## config.mk

```make
export PLATFORM = sky130hd
export DESIGN_NAME = cb_branch_ctrl
export DESIGN_NICKNAME = d
export VERILOG_FILES = /design/src/rtl/cb_branch_ctrl.sv
export SDC_FILE = /design/constraint.sdc
export NUM_CORES = 1
export LEC_CHECK = 0
export ABC_AREA = 1
export CAP_MARGIN = 40
export CELL_PAD_IN_SITES_DETAIL_PLACEMENT = 0
export CELL_PAD_IN_SITES_GLOBAL_PLACEMENT = 1
export CORE_AREA = 2 2 39 41
export DETAILED_ROUTE_END_ITERATION = 7
export DIE_AREA = 0 0 41 43
export DONT_BUFFER_PORTS = 1
export PLACE_DENSITY_LB_ADDON = 0.1
export SYNTH_ARGS = -nofsm -noshare
export SYNTH_HDL_FRONTEND = slang
export SYNTH_SLANG_ARGS = --single-unit
```

## constraint.sdc

```tcl
create_clock -name CLK -period 2.8 [get_ports CLK]
set_input_delay 0.14 -clock CLK [delete_from_list [all_inputs] [get_ports CLK]]
set_output_delay 0.14 -clock CLK [all_outputs]
set_load 0.005 [all_outputs]
```

## src/rtl/cb_branch_ctrl.sv

```systemverilog
// cb_branch_ctrl: branch handshake controller for one B-stage of the pipeline.
// It accepts one token on the upstream Send/Ack channel and pulses CB_CP so the
// stage datapath latches the packet. It then steers the token to output channel
// a or b, as chosen by BR, and holds at most one token at a time.
//
// Input FSM
//   state     | meaning
//   IN_IDLE   | waiting for CB_Send_in while the output side is empty
//   IN_ACK    | token accepted, CB_Ack_out high until CB_Send_in returns to zero
// Output FSM
//   state     | meaning
//   OUT_EMPTY | no token held (the CB_CP cycle still counts as empty)
//   OUT_SEND  | selected Send_out high, waiting for its Ack_in
//   OUT_RTZ   | Send_out dropped, waiting for the selected Ack_in to fall
module cb_branch_ctrl (
  input  logic CLK,
  input  logic MR,
  input  logic CB_Send_in,
  input  logic BR,
  input  logic CB_Ack_in_a,
  input  logic CB_Ack_in_b,
  output logic CB_Ack_out,
  output logic CB_Send_out_a,
  output logic CB_Send_out_b,
  output logic CB_CP
);

  typedef enum logic {
    IN_IDLE,
    IN_ACK
  } in_state_t;

  typedef enum logic [1:0] {
    OUT_EMPTY,
    OUT_SEND,
    OUT_RTZ
  } out_state_t;

  in_state_t  in_state, in_nxt;
  out_state_t out_state, out_nxt;
  logic       br_q, br_nxt;
  logic       ack_out_nxt, send_a_nxt, send_b_nxt, cp_nxt;
  logic       sel_ack;

  // Only the acknowledge of the channel the held token was steered to matters.
  assign sel_ack = br_q ? CB_Ack_in_b : CB_Ack_in_a;

  // Next-state and next-output logic for both FSMs. Every output is registered.
  always_comb begin
    in_nxt      = in_state;
    out_nxt     = out_state;
    br_nxt      = br_q;
    ack_out_nxt = CB_Ack_out;
    send_a_nxt  = CB_Send_out_a;
    send_b_nxt  = CB_Send_out_b;
    cp_nxt      = 1'b0;

    case (in_state)
      IN_IDLE: begin
        // The registered OUT_EMPTY gates the accept. A token is therefore taken
        // no earlier than the cycle after OUT_EMPTY is re-entered.
        if (CB_Send_in && (out_state == OUT_EMPTY)) begin
          in_nxt      = IN_ACK;
          ack_out_nxt = 1'b1;
          cp_nxt      = 1'b1;
          br_nxt      = BR;
        end
      end
      IN_ACK: begin
        if (!CB_Send_in) begin
          in_nxt      = IN_IDLE;
          ack_out_nxt = 1'b0;
        end
      end
      default: begin
        in_nxt      = IN_IDLE;
        ack_out_nxt = 1'b0;
      end
    endcase

    case (out_state)
      OUT_EMPTY: begin
        // The datapath captures on the edge that ends the CB_CP cycle. The token
        // becomes visible downstream on that same edge.
        if (CB_CP) begin
          out_nxt    = OUT_SEND;
          send_a_nxt = ~br_q;
          send_b_nxt = br_q;
        end
      end
      OUT_SEND: begin
        if (sel_ack) begin
          out_nxt    = OUT_RTZ;
          send_a_nxt = 1'b0;
          send_b_nxt = 1'b0;
        end
      end
      OUT_RTZ: begin
        if (!sel_ack) begin
          out_nxt = OUT_EMPTY;
        end
      end
      default: begin
        out_nxt    = OUT_EMPTY;
        send_a_nxt = 1'b0;
        send_b_nxt = 1'b0;
      end
    endcase
  end

  // State and output registers. A synchronous reset drops any in-flight token.
  always_ff @(posedge CLK) begin
    if (!MR) begin
      in_state      <= IN_IDLE;
      out_state     <= OUT_EMPTY;
      br_q          <= 1'b0;
      CB_Ack_out    <= 1'b0;
      CB_Send_out_a <= 1'b0;
      CB_Send_out_b <= 1'b0;
      CB_CP         <= 1'b0;
    end else begin
      in_state      <= in_nxt;
      out_state     <= out_nxt;
      br_q          <= br_nxt;
      CB_Ack_out    <= ack_out_nxt;
      CB_Send_out_a <= send_a_nxt;
      CB_Send_out_b <= send_b_nxt;
      CB_CP         <= cp_nxt;
    end
  end

endmodule

```

Word-level counts from Yosys, hierarchy flattened. Index checks and enable logic that the tools add are counted.

Word-level logic and storage cells: 41. Memories kept: 0. Memory bits (read-only): 0. Bits in writable memories: 0. Bits in latches: 0. Register bits after elaboration: 8.

Shifts and indexed selects: 0. Reductions and logical operators: 7. Equality and inequality tests: 7. Muxes and demuxes: 16. Order comparisons: 0. $mul: 0. Div/mod/pow operators: 0. Add/sub/neg operators: 0. Bitwise gates (word level): 4.

Operators with widths (number): $ne 2x2->1 const B (5); $mux 1 (8); $mux 2 (3); $pmux 1 s3 (2); $pmux 2 s3 (1); $reduce_and 3->1 (2); $not 1->1 (4); $pmux 1 s2 (2); $reduce_and 2->1 (2); $eq 2x1->1 const B (1); $eq 2x2->1 const B (1); $logic_not 2->1 (1); $reduce_or 2->1 (1); $logic_and 1x1->1 (1).

Longest topological paths before layout. Gate-level depths: netlist of the first run.

Depth after elaboration: 4. Depth in mapped cells: 6. Mapped depth without buffers: 6.

Least setup slack after synthesis of the first run. OpenSTA, ideal clock, no wires.

Path kind: flip-flop to flip-flop. Start point: register out_state[1]. End point: register br_q. Path buffers: 0. Cell stages (with the launch flop): 5. Slack: 1888 ps. Period minus slack after synthesis: 912 ps. Arrival time: 793 ps. Path through: dfxtp_1 nor2_2 nand3_1 o21ai_0 a21oi_1.

Word-level cells in the longest chain between the ends: 3.

RTL lines: from (decl) (line 40) `out_state_t out_state, out_nxt;`; from (signal assigned) (line 123) `out_state <= out_nxt;`; $logic_not 2->1 (line 62) `if (CB_Send_in && (out_state == OUT_EMPTY)) begin`; $logic_and 1x1->1 (line 62); $reduce_and 2->1 (no line); to (signal assigned) (line 124) `br_q <= br_nxt;`; to (decl) (line 41) `logic br_q, br_nxt;`.

Every way passes these cells. A chain may end at the register's enable or synchronous reset.

Worst setup path after layout of the first run.
Start point: register out_state[0]. End point: register br_q.

The elaborated chain is that of the path after synthesis.

==> results of run 1 <==
==> cells in the final DEF, fill, tap and decap left out <==
cell	netlist	final
nor2_1	7	7
nor2_2	1	1
clkbuf_4	0	3
dfxtp_1	8	8
inv_2	1	1
a21oi_1	5	5
nand2_1	6	6
inv_1	4	4
o21ai_0	4	4
a31oi_1	1	1
nand3_1	4	4
==> logic make-up after synthesis <==
logic type             count (synthesis)  synth area share [%]
and+or+nand+nor                       18                  24.6
AOI/OAI and AO/OA                     10                  16.8
DFF                                    8                  52.5
buffers and inverters                  5                  6.14
==> per-stage QoR <==
step	setup WS (ps)	area (um2)	util, %
global placement	1750	325	23.5
detailed placement	1730	325	23.5
global route	1610	348	25.1
finish	1740	348	25.1
floorplan	1890	305	-
CTS	1720	348	25.1
==> layer usage <==
layer | GRT usage (%) | routed length [um] | part of all wire (%) | vias to the layer above
li1 | - | - | - | 139
met1 | 11.4 | 261 | 42 | 126
met2 | 9.69 | 269 | 43 | 9
met3 | 8.90 | 65 | 10 | 5
met4 | 10.0 | 26 | 4.2 | 0
met5 | 0 | 0 | 0 | -
==> report_power, final <==
part / internal, uW / switching, uW
combinational: 8.11 / 13.2
sequential: 122 / 6.31
clock: 49.2 / 42.0
==> path summary, 6_finish.rpt <==
path | endpoint | cells after the start | slack (ps)
min reg2reg | CB_Send_out_a | 2 | 480
min | CB_Ack_out | 2 | 20
max reg2reg | br_q | 4 | 1740
max | br_q | 4 | 1740
==> registers in the layout, summed over array words and instances, names as in the netlist <==
register / count
CB_Send_out_a: 1
CB_Send_out_b: 1
br_q: 1
CB_Ack_out: 1
in_state: 1
out_state: 2
CB_CP: 1
==> critical path, cell delays in order, from the launching register on <==
cell and delay, ps:
dfxtp_1 340, nor2_2 210, nand3_1 160, o21ai_0 180, a21oi_1 50
==> area by class of cell <==
type / count / area [um2]
Multi-Input combinational cell: 28 / 126
Clock buffer: 3 / 22.5
Sequential cell: 8 / 160
Inverter: 5 / 18.8
Tap cell: 16 / 20.0
Fill cell: 164 / 1040
==> Flow_metrics.wiki, run 1 <==
{| class="wikitable"
! Metric !! Value
|-
| Non-filler instance count after layout || 60
|-
| Post-cts repair resize count || 0
|-
| Outcome || completed
|-
| Tightest Hold Check Type || in -> reg
|-
| Slew margin rel. || 84.5%
|-
| Antenna violations before repair || 0
|-
| Detailed-routing iteration count for the pre-antenna-repair pass || 4
|-
| Area growth from synthesis to layout || 13.9%
|-
| Area of the mapped netlist || 305 um2
|-
| Startpoint of the lowest-slack hold path || MR
|-
| GRT overflow || 0
|-
| Number of distinct library cells after synthesis || 10
|-
| Final wirelength || 623 um
|-
| Maximum number of pins on one net before global-route repair || 7
|-
| Setup repair after global routing missed its margin || false
|-
| Leakage || 0.000136 uW
|-
| Max-cap check violation count || 0
|-
| Highest net fanout along the worst path || 6
|-
| Number of buffer cells added on primary ports || 0
|-
| Data arrival time of the critical path || 1210 ps
|-
| Number of synthesized flops with an enable pin || 0
|-
| Number of buffers added to fix hold violations after cts || 0
|-
| Final hold violation count || 0
|-
| Die extent in y || 43 um
|-
| Number of synthesized register bits || 8
|-
| Global-route wire length before repair || 1030 um
|-
| Final number of setup-violating endpoints || 0
|-
| Sequential share of the synthesized area || 52.5%
|-
| Time the worst path needs with I/O delays and setup || 1060 ps
|-
| Power, Total || 241 uW
|-
| Net count after synthesis || 47
|-
| Number of warnings printed during yosys synthesis || 0
|-
| Std cell rows || 14
|-
| Initial core utilization || 22.1%
|-
| Clock buffer count from CTS || 3
|-
| Detailed-route via count || 279
|-
| Net count of the finished layout || 52
|-
| Number of top-level design ports || 10
|-
| Max-slew violation count || 0
|-
| Largest buffer count on any clock path || 2
|-
| VDD IR max || 0.305 mV
|-
| Share of layout cells above drive strength 1 || 11.4%
|-
| Clock network latency to the later pin of the worst-skew pair || 260 ps
|-
| Horizontal extent of the die || 41 um
|-
| Syn Inst Count || 41
|-
| Accumulated negative setup slack || 0 ps
|-
| Cell types with the largest area share after synthesis || dfxtp_1 52%, nor2_1 8.6%, a21oi_1 8.2%
|-
| Kind of end point of the critical path || flop
|-
| Per-instance average area after synthesis || 7.45 um2
|-
| Antenna-violating nets left || 0
|-
| Worst slack on hold paths || 18.3 ps
|-
| Critical Path RT || 2950 ps
|-
| Launch point of the worst path || out_state[0]
|-
| Post-synth ARST share || 0%
|-
| Routed WL per cell || 10.4 um
|-
| Area share of the largest cell type after synthesis || 52.5%
|-
| Transition at the pin with the smallest max-transition slack || 233 ps
|-
| Number of antenna repair diodes || 0
|-
| Launching point of the worst reg2reg path || out_state[0]
|-
| CTS tree || yes
|-
| Number of buffers added for setup after CTS || 0
|-
| Cell type with the largest total area after synthesis || dfxtp_1
|-
| Upper clock frequency limit || 945 MHz
|-
| Via count normalized by instance count || 4.65
|-
| Count leader, synth || dfxtp_1
|-
| Dpl cells || 57
|-
| Maximum level of the CTS H-tree || 1
|-
| DIE AREA || 0.00176 mm2
|-
| Area of the core || 0.00138 mm2
|-
| Most frequent cells after synthesis || 8 x dfxtp_1, 7 x nor2_1, 6 x nand2_1
|-
| Clock edge transition at the registers on the reported setup and hold paths || 50 ps
|-
| Share of the clock period used by the worst path || 37.8%
|-
| Global placer's final weighted congestion || 0.753
|-
| Aggregate global-route resource usage || 9.87%
|-
| Number of remaining DRC errors || 0
|-
| Setup CP Type || reg -> reg
|-
| CTS Root Buffer Type || clkbuf_4
|-
| Critical Path Source Type || flop
|-
| Total power divided by cell area || 691 mW/mm2
|-
| Starting DRT DRC Count || 9
|-
| Vias in the first global route || 234
|-
| Layout Skew || 0.281 ps
|-
| CTS sink cnt || 8
|-
| Predominant post-synthesis flop cell || dfxtp_1
|}
No activity file was read; power rests on OpenSTA's default activity.
==> run 2, diff against run 1 <==
clock period = 0.99 ns   (was 2.8 ns; I/O delays follow)
==> run 2 against run 1 <==
- sequential power increased to 2.8 times the previous value
- final cell count rose by 17%
- clock power grew to 2.8 times the previous value
- power rose to 3.0 times the previous value
- global-route usage increased by 1.4 points
- worst hold slack improved by 0.61 ps
==> Flow_metrics.wiki, run 2 (synthesis results as in run 1) <==
{| class="wikitable"
! Metric !! Value
|-
| Outcome || completed
|-
| Data arrival time of the critical path || 1110 ps
|-
| Die extent in y || 43 um
|-
| Final hold violation count || 0
|-
| Upper clock frequency limit || 1080 MHz
|-
| Total power divided by cell area || 1570 mW/mm2
|-
| DIE AREA || 0.00176 mm2
|-
| Clock edge transition at the registers on the reported setup and hold paths || 60 ps
|-
| Met1 track demand over resource || 14.2%
|-
| Max-cap check violation count || 0
|-
| Number of remaining DRC errors || 0
|-
| Number of antenna repair diodes || 0
|-
| Via count normalized by instance count || 4.51
|-
| Global Route met2 Usage || 13.4%
|-
| Layout Skew || 4.88 ps
|-
| Largest buffer count on any clock path || 2
|-
| Highest net fanout along the worst path || 4
|-
| Placement Setup Slack || -22.7 ps
|-
| Share of the clock period used by the worst path || 93.7%
|-
| Global-route wire length before repair || 1260 um
|-
| CTS Root Buffer Type || clkbuf_4
|-
| Area growth from synthesis to layout || 51.6%
|-
| Time the worst path needs with I/O delays and setup || 928 ps
|-
| Std cell rows || 14
|-
| Horizontal extent of the die || 41 um
|-
| Number of buffer cells added on primary ports || 0
|-
| Starting DRT DRC Count || 1
|-
| Share of layout cells above drive strength 1 || 29.6%
|-
| Clock network latency to the later pin of the worst-skew pair || 260 ps
|-
| Number of top-level design ports || 10
|-
| Antenna violations before repair || 0
|-
| Detailed-routing iteration count for the pre-antenna-repair pass || 2
|-
| VDD IR max || 0.739 mV
|-
| Maximum number of pins on one net before global-route repair || 6
|-
| Final WS setup || 62.0 ps
|-
| Ordered list of cells on the worst path || inv_2 -> nor2_2 -> nand3_1 -> nand2_1 -> nand2_1 -> a21oi_1
|-
| Utilization after layout || 33.5%
|-
| Transition at the pin with the smallest max-transition slack || 172 ps
|-
| Initial core utilization || 22.1%
|-
| Highest cell delay on the worst timing path || 370 ps
|-
| Clock buffer count from CTS || 3
|-
| Area of the core || 0.00138 mm2
|-
| CTS sink cnt || 8
|-
| Antenna-violating nets left || 0
|-
| Most congested layer reported by global routing || met1
|-
| Critical Path Source Type || flop
|-
| Aggregate global-route resource usage || 11.3%
|-
| Vias in the first global route || 283
|-
| Critical path's most frequent cell || nand2_1
|-
| Tightest Hold Check Type || in -> reg
|-
| DPL Wire Length || 539 um
|-
| Slew margin rel. || 88.5%
|-
| Net count of the finished layout || 62
|-
| Max-slew violation count || 0
|-
| Commonest cells after routing, fill and taps aside || 6 x nor2_1, 6 x dlygate4sd3_1, 5 x dfxtp_1, 5 x nand2_1, 5 x a21oi_1
|-
| Detailed-route via count || 316
|-
| Worst Path Buf+Inv || 1
|-
| Met3 GRT Util || 6.81%
|-
| Final wirelength || 727 um
|-
| Critical Path RT || 1180 ps
|-
| Dominant delay contributor by cell family on the critical path || flip-flops
|-
| CTS tree || yes
|-
| Maximum level of the CTS H-tree || 1
|-
| Global placer's final weighted congestion || 0.712
|-
| Leakage || 0.000187 uW
|-
| Slowest-stage cell, CP || dfxtp_4
|-
| Fillcell total || 158
|-
| Register with the most flip-flops || out_state
|-
| Routed WL per cell || 10.4 um
|-
| Setup CP Type || reg -> reg
|-
| GRT overflow || 0
|-
| Kind of end point of the critical path || flop
|-
| Final number of setup-violating endpoints || 0
|-
| Number of flip-flops under the largest register name || 2
|}
-- run 2: cell types whose count changed in the layout (fill, tap and decap cells not counted), moves of 2 or more --
cell,delta
buf_4,+4
dfxtp_1,-3
dfxtp_2,+2
dlygate4sd3_1,+6
-- run 2: where the power goes --
part / switching, uW / total, uW / internal (uW) / leakage, uW
Sequential: 16.5 / 361 / 344 / 0.0000672
Clock: 114 / 253 / 139 / 0.0000138
Combinational: 55.3 / 113 / 58.1 / 0.000106
-- run 2: metrics by stage --
step / hold WS [ps] / area (um2) / std cells / power (uW) / TNS [ps]
final: 18.9 / 463 / 70 / 728 / 0
after global routing: 26.4 / 463 / 70 / 774 / -1.07
after CTS: 13.7 / 429 / 69 / 724 / 0
after detailed placement: 196 / 348 / 60 / 444 / -22.7
after global placement: 195 / 348 / 60 / 443 / 0
after floorplan: 185 / 305 / 41 / 416 / 0
-- run 2: final timing paths --
check | from | end | slack [ps] | cells past startpoint
worst min register to register | CB_Send_out_b | CB_Send_out_b | 480 | 2
worst max register to register | out_state[0] | CB_Send_out_a | 60 | 6
worst min-delay path | MR | in_state | 20 | 2
worst max-delay path | out_state[0] | CB_Send_out_a | 60 | 6
-- run 2: layer usage --
metal  share of wire [%]  vias to the layer above
met1                  42                      137
li1                    -                      164
met2                  48                       10
met4                 2.8                        0
met3                 7.4                        5
met5                   0                        -
-- run 2: area by class of cell --
| type | instances | area (um2) | area share, % |
|---|---|---|---|
| timing repair buffer | 10 | 90.1 | 19.5 |
| multi-input combinational | 28 | 145 | 31.4 |
| sequential | 8 | 166 | 35.9 |
| tap | 16 | 20.0 | 4.32 |
| inverter | 5 | 18.8 | 4.05 |
| clock buffer | 3 | 22.5 | 4.86 |
-- run 2: what timing repair did --
action                                  4_1_cts  5_1_grt
pin swaps                                     1        0
setup buffers                                 1        0
resized for setup                             2        8
endpoints found under the hold margin         4        2
endpoints found under the setup margin        3        3
hold buffers                                  5        1
==> run 3, diff against run 2 <==
SETUP_SLACK_MARGIN = 0.15   (was default)
==> run 3 against run 2 <==
- the flow now finishes with violations (negative hold slack)
- global-route usage fell by 1.1 points
- worst setup slack got worse by 5.2 ps
- critical path depth did not move
- clock skew fell by 4.7 ps
- non-clock buffer count fell by 3
- die area did not move
- cell area rose by 0.27%
- maximum frequency fell by 0.55%
- clock power fell by 4%
==> Flow_metrics.wiki, run 3 (synthesis results as in run 1) <==
{| class="wikitable"
! Metric !! Value
|-
| Max-slew violation count || 0
|-
| Antenna-violating nets left || 0
|-
| Global placer's final weighted congestion || 0.668
|-
| CTS Root Buffer Type || clkbuf_4
|-
| Finished layout cell area || 464 um2
|-
| Worst slack on hold paths || -36.1 ps
|-
| Horizontal extent of the die || 41 um
|-
| Routed WL per cell || 10.9 um
|-
| Clock buffer count from CTS || 3
|-
| Slew margin rel. || 86.2%
|-
| Setup CP Type || reg -> reg
|-
| Commonest cells after routing, fill and taps aside || 5 x dfxtp_1, 5 x nor2_1, 4 x inv_1
|-
| Share of layout cells above drive strength 1 || 41.2%
|-
| Final number of setup-violating endpoints || 0
|-
| Maximum level of the CTS H-tree || 1
|-
| Critical Path RT || 1180 ps
|-
| GRT overflow || 0
|-
| Setup repair after global routing missed its margin || true
|-
| Kind of end point of the critical path || flop
|-
| Aggregate global-route resource usage || 10.2%
|-
| Via count normalized by instance count || 4.63
|-
| Number of flip-flops under the largest register name || 2
|-
| Final WS setup || 56.8 ps
|-
| Final wirelength || 732 um
|-
| Violated checks || negative hold slack
|-
| Number of top-level design ports || 10
|-
| Critical Path Source Type || flop
|-
| Largest buffer count on any clock path || 2
|-
| Highest net fanout along the worst path || 4
|-
| Number of remaining DRC errors || 0
|-
| Clock network latency to the later pin of the worst-skew pair || 250 ps
|-
| Maximum number of pins on one net before global-route repair || 6
|-
| Detailed-route via count || 310
|-
| Number of buffer cells added on primary ports || 0
|-
| Number of buffers added to fix hold violations after cts || 3
|-
| Detailed-routing iteration count for the pre-antenna-repair pass || 3
|-
| Number of antenna repair diodes || 0
|-
| Outcome || finished with violations
|-
| Data arrival time of the critical path || 1120 ps
|-
| Non-filler instance count after layout || 67
|-
| Vias in the first global route || 312
|-
| Initial core utilization || 22.1%
|-
| Placement Setup Slack || 44.8 ps
|-
| DPL Wire Length || 537 um
|-
| Antenna violations before repair || 0
|-
| Layout Skew || 0.142 ps
|-
| Die extent in y || 43 um
|-
| Final hold violation count || 1
|-
| Area of the core || 0.00138 mm2
|-
| Dpl cells || 58
|-
| Total power divided by cell area || 1560 mW/mm2
|-
| Max-cap check violation count || 0
|-
| Upper clock frequency limit || 1070 MHz
|-
| Time the worst path needs with I/O delays and setup || 933 ps
|-
| Global-route wire length before repair || 1130 um
|-
| DIE AREA || 0.00176 mm2
|-
| Net count of the finished layout || 59
|-
| Accumulated negative setup slack || 0 ps
|-
| Clock edge transition at the registers on the reported setup and hold paths || 50 ps
|-
| Starting DRT DRC Count || 7
|-
| Std cell rows || 14
|-
| Transition at the pin with the smallest max-transition slack || 207 ps
|-
| CTS sink cnt || 8
|-
| Area growth from synthesis to layout || 52.0%
|-
| CTS tree || yes
|-
| Tightest Hold Check Type || in -> reg
|-
| Register with the most flip-flops || out_state
|-
| Leakage || 0.000179 uW
|-
| Fillcell total || 153
|-
| Share of the clock period used by the worst path || 94.3%
|-
| VDD IR max || 0.540 mV
|-
| Placed standard-cell area || 344 um2
|}
## run 3: cell count changes in the layout (fill, tap and decap cells not counted), sizes merged
cell         delta
dlygate4sd3     -3
## run 3: where the power goes
| part | switching, uW | internal [uW] |
|---|---|---|
| Sequential | 18.7 | 343 |
| Combinational | 61.0 | 57.5 |
| Clock | 104 | 138 |
| Total | 184 | 538 |
## run 3: final cells by class
type,count,area [um2],area share (%)
sequential,8,169,36.4
multi-input combinational,28,166,35.8
clock buffer,3,22.5,4.85
inverter,5,18.8,4.04
tap,16,20.0,4.31
timing repair buffer,7,67.6,14.6
## run 3: path summary, 6_finish.rpt
| check | slack, ps | depth (start not counted) | from | to |
|---|---|---|---|---|
| setup reg to reg | 60 | 6 | out_state[0] | CB_Send_out_b |
| setup / recovery | 60 | 6 | out_state[0] | CB_Send_out_b |
| hold reg to reg | 490 | 2 | CB_Send_out_a | CB_Send_out_a |
| hold / removal | -40 | 2 | CB_Ack_in_a | out_state[1] |
## run 3: worst max-delay path: stages (launching register included)
cell	delay, ps
dfxtp_4	380
inv_2	50
nor2_4	90
nand3_2	90
nand2_2	90
nand2_1	70
a21oi_2	110
## run 3: repair_timing
| action | in CTS | in global routing |
|---|---|---|
| buffers inserted | 2 | 1 |
| pin swaps | 2 | 3 |
| endpoints found under the setup margin | 5 | 7 |
| gates resized for setup | 6 | 11 |
| endpoints found under the hold margin | 5 | 1 |
## run 3: layer usage
layer  vias up  wire (um)  GRT usage (%)
met5         -          0              0
met4         0         17           10.0
met3         4         34           3.66
met2         6        395           15.6
met1       146        284           9.39
li1        154          -              -
## run 3: per-stage QoR
step           total power, uW  hold slack, ps  util [%]
3_5_place_dp               442             192      24.9
3_3_place_gp               441             198      24.9
5_1_grt                    771           -36.1      33.5
6_report                   722           -36.1      33.5
2_1_floorplan              422             185         -
4_1_cts                    718           -35.0      30.7
